**config.mk**
```make
export PLATFORM = sky130hd
export DESIGN_NAME = display_scan_ctrl
export DESIGN_NICKNAME = d
export VERILOG_FILES = /design/src/rtl/display_pkg.sv /design/src/rtl/display_scan_ctrl_scan_slot_timer.sv /design/src/rtl/display_scan_ctrl.sv
export SDC_FILE = /design/constraint.sdc
export NUM_CORES = 1
export LEC_CHECK = 0
export CAP_MARGIN = 20
export CORE_ASPECT_RATIO = 1.1
export CORE_MARGIN = 1
export CORE_UTILIZATION = 40
export DETAILED_ROUTE_END_ITERATION = 8
export GPL_TIMING_DRIVEN = 1
export REMOVE_ABC_BUFFERS = 1
export SYNTH_ARGS = -nofsm -noshare
export SYNTH_HDL_FRONTEND = slang
export SYNTH_SLANG_ARGS = --single-unit
```
**constraint.sdc**
```tcl
create_clock -name clk -period 2 [get_ports clk]
set_input_delay 0.6 -clock clk [delete_from_list [all_inputs] [get_ports clk]]
set_output_delay 0.6 -clock clk [all_outputs]
set_load 0.005 [all_outputs]
```
**src/rtl/display_pkg.sv**
```systemverilog
// Shared types and helpers for the multiplexed digit display scanner.
package display_pkg;

  typedef enum logic {
    S_BLANK = 1'b0,
    S_DRIVE = 1'b1
  } state_t;

  localparam logic [3:0] BCD_MAX    = 4'd9;
  localparam int         MAX_DIGITS = 8;
  localparam int         VEC_W      = 4 * MAX_DIGITS;

  // Anode pattern with every digit dark; common-anode parts are active-low.
  function automatic logic [MAX_DIGITS-1:0] anode_all_off(input logic led_type_ctl,
                                                          input int   width);
    logic [MAX_DIGITS-1:0] pattern;
    pattern = '0;
    for (int i = 0; i < MAX_DIGITS; i++) begin
      if (i < width) pattern[i] = led_type_ctl;
    end
    return pattern;
  endfunction

  function automatic logic [3:0] digit_at(input logic [VEC_W-1:0] vec, input int k);
    return vec[4*k +: 4];
  endfunction

endpackage

```
**src/rtl/display_scan_ctrl_scan_slot_timer.sv**
```systemverilog
// Slot timer: counts cycles within the current BLANK or DRIVE slot and flags the last one.
module scan_slot_timer #(
  parameter int CNT_W = 16
) (
  input  logic             clk,
  input  logic             reset_n,
  input  logic [CNT_W-1:0] len_m1,
  output logic             done
);

  logic [CNT_W-1:0] cnt;

  assign done = (cnt == len_m1);

  // Every state change coincides with done, so clearing on done restarts each slot at 0.
  always_ff @(posedge clk or negedge reset_n) begin
    if (!reset_n) begin
      cnt <= '0;
    end else if (done) begin
      cnt <= '0;
    end else begin
      cnt <= cnt + CNT_W'(1);
    end
  end

endmodule

```
**src/rtl/display_scan_ctrl.sv**
```systemverilog
// Time-multiplexed BCD display scanner with frame double-buffering and inter-digit blanking.
// Optional leading-zero suppression is enabled by defining DISPLAY_LZ_BLANK_EN.
module display_scan_ctrl
  import display_pkg::*;
#(
  parameter int NUM_DIGITS   = 4,
  parameter int DRIVE_CYCLES = 50000,
  parameter int BLANK_CYCLES = 8
) (
  input  logic                    clk,
  input  logic                    reset_n,
  input  logic [4*NUM_DIGITS-1:0] bcd_in,
  input  logic                    load,
  input  logic                    led_type_ctl,
  output logic [3:0]              b_coded_dgt,
  output logic [NUM_DIGITS-1:0]   anode_en,
  output logic                    frame_start,
  output logic                    invalid_digit
);

  localparam int MAX_LEN = (DRIVE_CYCLES > BLANK_CYCLES) ? DRIVE_CYCLES : BLANK_CYCLES;
  localparam int CNT_W   = (MAX_LEN > 1) ? $clog2(MAX_LEN) : 1;
  localparam int IDX_W   = $clog2(NUM_DIGITS);

  localparam logic [CNT_W-1:0] DRIVE_M1 = CNT_W'(DRIVE_CYCLES - 1);
  localparam logic [CNT_W-1:0] BLANK_M1 = CNT_W'(BLANK_CYCLES - 1);
  localparam logic [IDX_W-1:0] LAST_IDX = IDX_W'(NUM_DIGITS - 1);

  state_t                  state;
  logic [IDX_W-1:0]        idx;
  logic [IDX_W-1:0]        idx_next;
  logic [4*NUM_DIGITS-1:0] shadow;
  logic [4*NUM_DIGITS-1:0] frame;
  logic [4*NUM_DIGITS-1:0] frame_next;
  logic [NUM_DIGITS-1:0]   onehot;
  logic [CNT_W-1:0]        len_m1;
  logic [3:0]              cur_dgt;
  logic                    done;
  logic                    wrap;
  logic                    lit;
  logic                    lz_suppress;

  assign len_m1 = (state == S_DRIVE) ? DRIVE_M1 : BLANK_M1;

  scan_slot_timer #(
    .CNT_W (CNT_W)
  ) u_timer (
    .clk     (clk),
    .reset_n (reset_n),
    .len_m1  (len_m1),
    .done    (done)
  );

  assign wrap       = (idx == LAST_IDX);
  assign idx_next   = wrap ? '0 : idx + IDX_W'(1);
  // A load landing on the wrap edge is newer than the shadow copy.
  assign frame_next = wrap ? (load ? bcd_in : shadow) : frame;
  assign cur_dgt    = digit_at(VEC_W'(frame), int'(idx));

`ifdef DISPLAY_LZ_BLANK_EN
  always_comb begin
    lz_suppress = (idx != '0);
    for (int k = 0; k < NUM_DIGITS; k++) begin
      if (k >= int'(idx) && digit_at(VEC_W'(frame), k) != 4'd0) lz_suppress = 1'b0;
    end
  end
`else
  assign lz_suppress = 1'b0;
`endif

  assign lit = (cur_dgt <= BCD_MAX) && !lz_suppress;

  always_ff @(posedge clk or negedge reset_n) begin
    if (!reset_n) begin
      state         <= S_BLANK;
      idx           <= '0;
      shadow        <= '0;
      frame         <= '0;
      onehot        <= '0;
      b_coded_dgt   <= 4'd0;
      frame_start   <= 1'b0;
      invalid_digit <= 1'b0;
    end else begin
      frame_start <= 1'b0;
      if (load) shadow <= bcd_in;
      if (done) begin
        if (state == S_BLANK) begin
          state         <= S_DRIVE;
          onehot        <= lit ? (NUM_DIGITS'(1) << idx) : '0;
          invalid_digit <= (cur_dgt > BCD_MAX);
        end else begin
          // Next code is presented now so the decoder settles during blanking.
          state         <= S_BLANK;
          onehot        <= '0;
          invalid_digit <= 1'b0;
          idx           <= idx_next;
          b_coded_dgt   <= digit_at(VEC_W'(frame_next), int'(idx_next));
          if (wrap) begin
            frame       <= frame_next;
            frame_start <= 1'b1;
          end
        end
      end
    end
  end

  assign anode_en = NUM_DIGITS'(anode_all_off(led_type_ctl, NUM_DIGITS)) ^ onehot;

endmodule

```
==> results.cfg <==
[route]
vias = 1939
via_per_inst = 5.24
dr.first_iter.drc_count = 85
ant_nets = 0
wire_per_inst_um = 14.7
drtPass1Iterations = 4
drc_errors = 0
drt-total-wl_um = 5460

[yosys]
yosys-top-cells-area = dfrtp_1 54%, mux2_2 14%, xor2_1 3.7%
yosysTopAreaCellShare = 0.537
seq_area_frac_synth = 0.537
synth_edf_count = 0
yosys_register_bits = 61
syn_inst = 232
synth_flop_cell = dfrtp_1
avgSynthCellArea_um2 = 12.2
synthesis.area_um2 = 2840
synthDistinctLibCells = 41
yosysTopAreaCell = dfrtp_1
synthArstFlopShare = 1.00
yosys_warnings = 0

[pwr]
vdd_ir_drop_max_mv = 0.452
p_switching_uw = 560
switching_share = 0.202
internal_power_uw = 2210
clkPwrFrac = 0.488
comb_power_share = 0.052
power_density_nw_per_um2 = 763
power_frac_seq = 0.460
leakage_uw = 0.00161

[timing]
worstMarginPinSlew_ns = 0.539
fin_skew_ns = 0.00716
slew_headroom = 0.637
finalCriticalPeriod_ns = 1.91
hold_violations = 0
period_share = 0.956
rsz0062_at_grt = no
setup_viol = 0
max_clock_freq_ghz = 0.523
maxSlewViolCount = 0

[floorplan]
num_io_pins = 30
dieWidth_um = 82.3
rows = 31
fp.dieArea_um2 = 7440
die_y_um = 90.4
start_util = 0.423
fp.coreArea_um2 = 6710

[setup_path]
startpoint = idx[1]$_DFFE_PN0P_
critPathCaptureType = register
critPathKind = register to register
rrSetupSlack_ns = 0.09
critical_path.max_fanout = 8
start_kind = register
reg2reg_from = idx[1]$_DFFE_PN0P_
cp.required_ns = 2.22
cp.arrival_ns = 2.13

[clocking]
cts.sinks = 61
cts_setup_buffers = 0
root_buffer = clkbuf_8
cts_max_level = 3
cts_tree = done
clk_latency_ns = 0.33
path_clk_slew_ns = 0.07
postCtsHoldBufs = 0
cts_buffer_depth = 2
numCtsBuffers = 9

[placement]
post-dp-hpwl_um = 4000
gp_congestion = 0.813
place_inst = 354
io_buffers = 29

[global_route]
grt_usage = 0.169
first_global_vias = 2005
grt_pass1_wl_um = 9580
antenna_found_initial = 0
grt_max_degree = 39
grt-ovfl-total = 0

[job]
drv_cap = 0

[cells_and_area]
layout_common_cells = 61 x dfrtp_1, 35 x mux2_2, 22 x clkdlybuf4s50_1, 19 x buf_4
drive_above_1_share = 0.285
area_growth_pct = 27.7
final_nets = 308
n_antenna_cell = 0
final_cells = 370
fin_util = 0.540
final_common_cell = dfrtp_1

[hold_path]
min_path_type = primary input to async pin

[status]
outcome = finished, final reports clean
[cells by family (layout without fill, tap and decap cells)]
logic type | count (synthesis) | count (layout) | share of synthesized area
compound gates | 25 | 25 | 0.0648
xor+xnor | 17 | 17 | 0.0524
fa+ha+maj | 5 | 5 | 0.0220
buf+inv | 18 | 74 | 0.0282
flops | 61 | 61 | 0.537
mux | 45 | 45 | 0.180
simple gates | 61 | 61 | 0.115
[registers in the layout, indices dropped and copies added, names as in the netlist]
register       cells
state              1
frame_start        1
onehot             4
b_coded_dgt        4
u_timer.cnt       16
shadow            16
invalid_digit      1
idx                2
frame             16
[power groups by stage]
stage	clock network [uW]	logic [uW]	registers, uW
2_1_floorplan	0	48.8	1290
3_3_place_gp	0	150	1290
3_5_place_dp	0	152	1300
4_1_cts	1380	149	1270
5_1_grt	1440	162	1270
6_report	1350	144	1270
[cell type report]
class | instances | area, um^2
fill | 582 | 3080
sequential | 61 | 1530
multi-input combinational | 153 | 1240
timing repair buffer | 51 | 487
clock buffer | 10 | 138
clock inverter | 6 | 110
tap | 82 | 103
inverter | 7 | 26.3
[synth_stat cells, types with 4 or more instances]
cell type and instances:
nor4_1 6, xnor2_1 5, ha_1 5, nand2_1 10, mux2_2 35, nor3_1 6
inv_1 7, xor2_1 12, mux2_1 4, a22o_1 4, mux2i_1 5, clkbuf_1 6
dfrtp_1 61, buf_2 4, nor2_1 12, nand4_1 6, o21ai_0 4, nand3_1 9
[worst paths after layout]
kind                                              end  cells after the start
min in group clk             u_timer.cnt[0]$_DFF_PN0_                      1
max in group asynchronous       frame[11]$_DFFE_PN0P_                      2
max                        b_coded_dgt[0]$_DFFE_PN0P_                      6
max reg2reg                b_coded_dgt[0]$_DFFE_PN0P_                      6
min                          u_timer.cnt[4]$_DFF_PN0_                      1
min reg2reg                  u_timer.cnt[0]$_DFF_PN0_                      1
[timing repair]
action | 4_1_cts | 5_1_grt
setup endpoints to repair | 5 | 5
gates resized for setup | 8 | 2
pin swaps | 0 | 0
[layer usage]
| layer | up-vias | global-route usage | share of wire |
|---|---|---|---|
| met1 | 964 | 0.230 | 0.49 |
| met4 | 0 | 0.0599 | 0.015 |
| met5 | - | 0 | 0 |
| li1 | 932 | - | - |
| met2 | 37 | 0.254 | 0.46 |
| met3 | 6 | 0.0455 | 0.037 |
[per-stage QoR]
stage	setup WS [ns]	power, uW	hold slack (ns)	instance area (um^2)	TNS, ns
2_1_floorplan	-0.113	1340	0.304	2790	-0.192
3_3_place_gp	-0.443	1450	0.448	3380	-4.48
3_5_place_dp	-0.466	1450	0.454	3380	-4.90
4_1_cts	0.0479	2800	0.0898	3620	0
5_1_grt	0.00247	2870	0.0957	3630	0
6_report	0.0884	2770	0.0998	3630	0
[worst max-delay path, stage by stage, from the launching register on]
cell     delay, ns
dfrtp_1       0.34
inv_1         0.07
ha_2          0.45
mux4_2        0.53
nand2_1       0.07
o21ai_0       0.07
mux2_2        0.27
(Power assumes the default switching activity.)
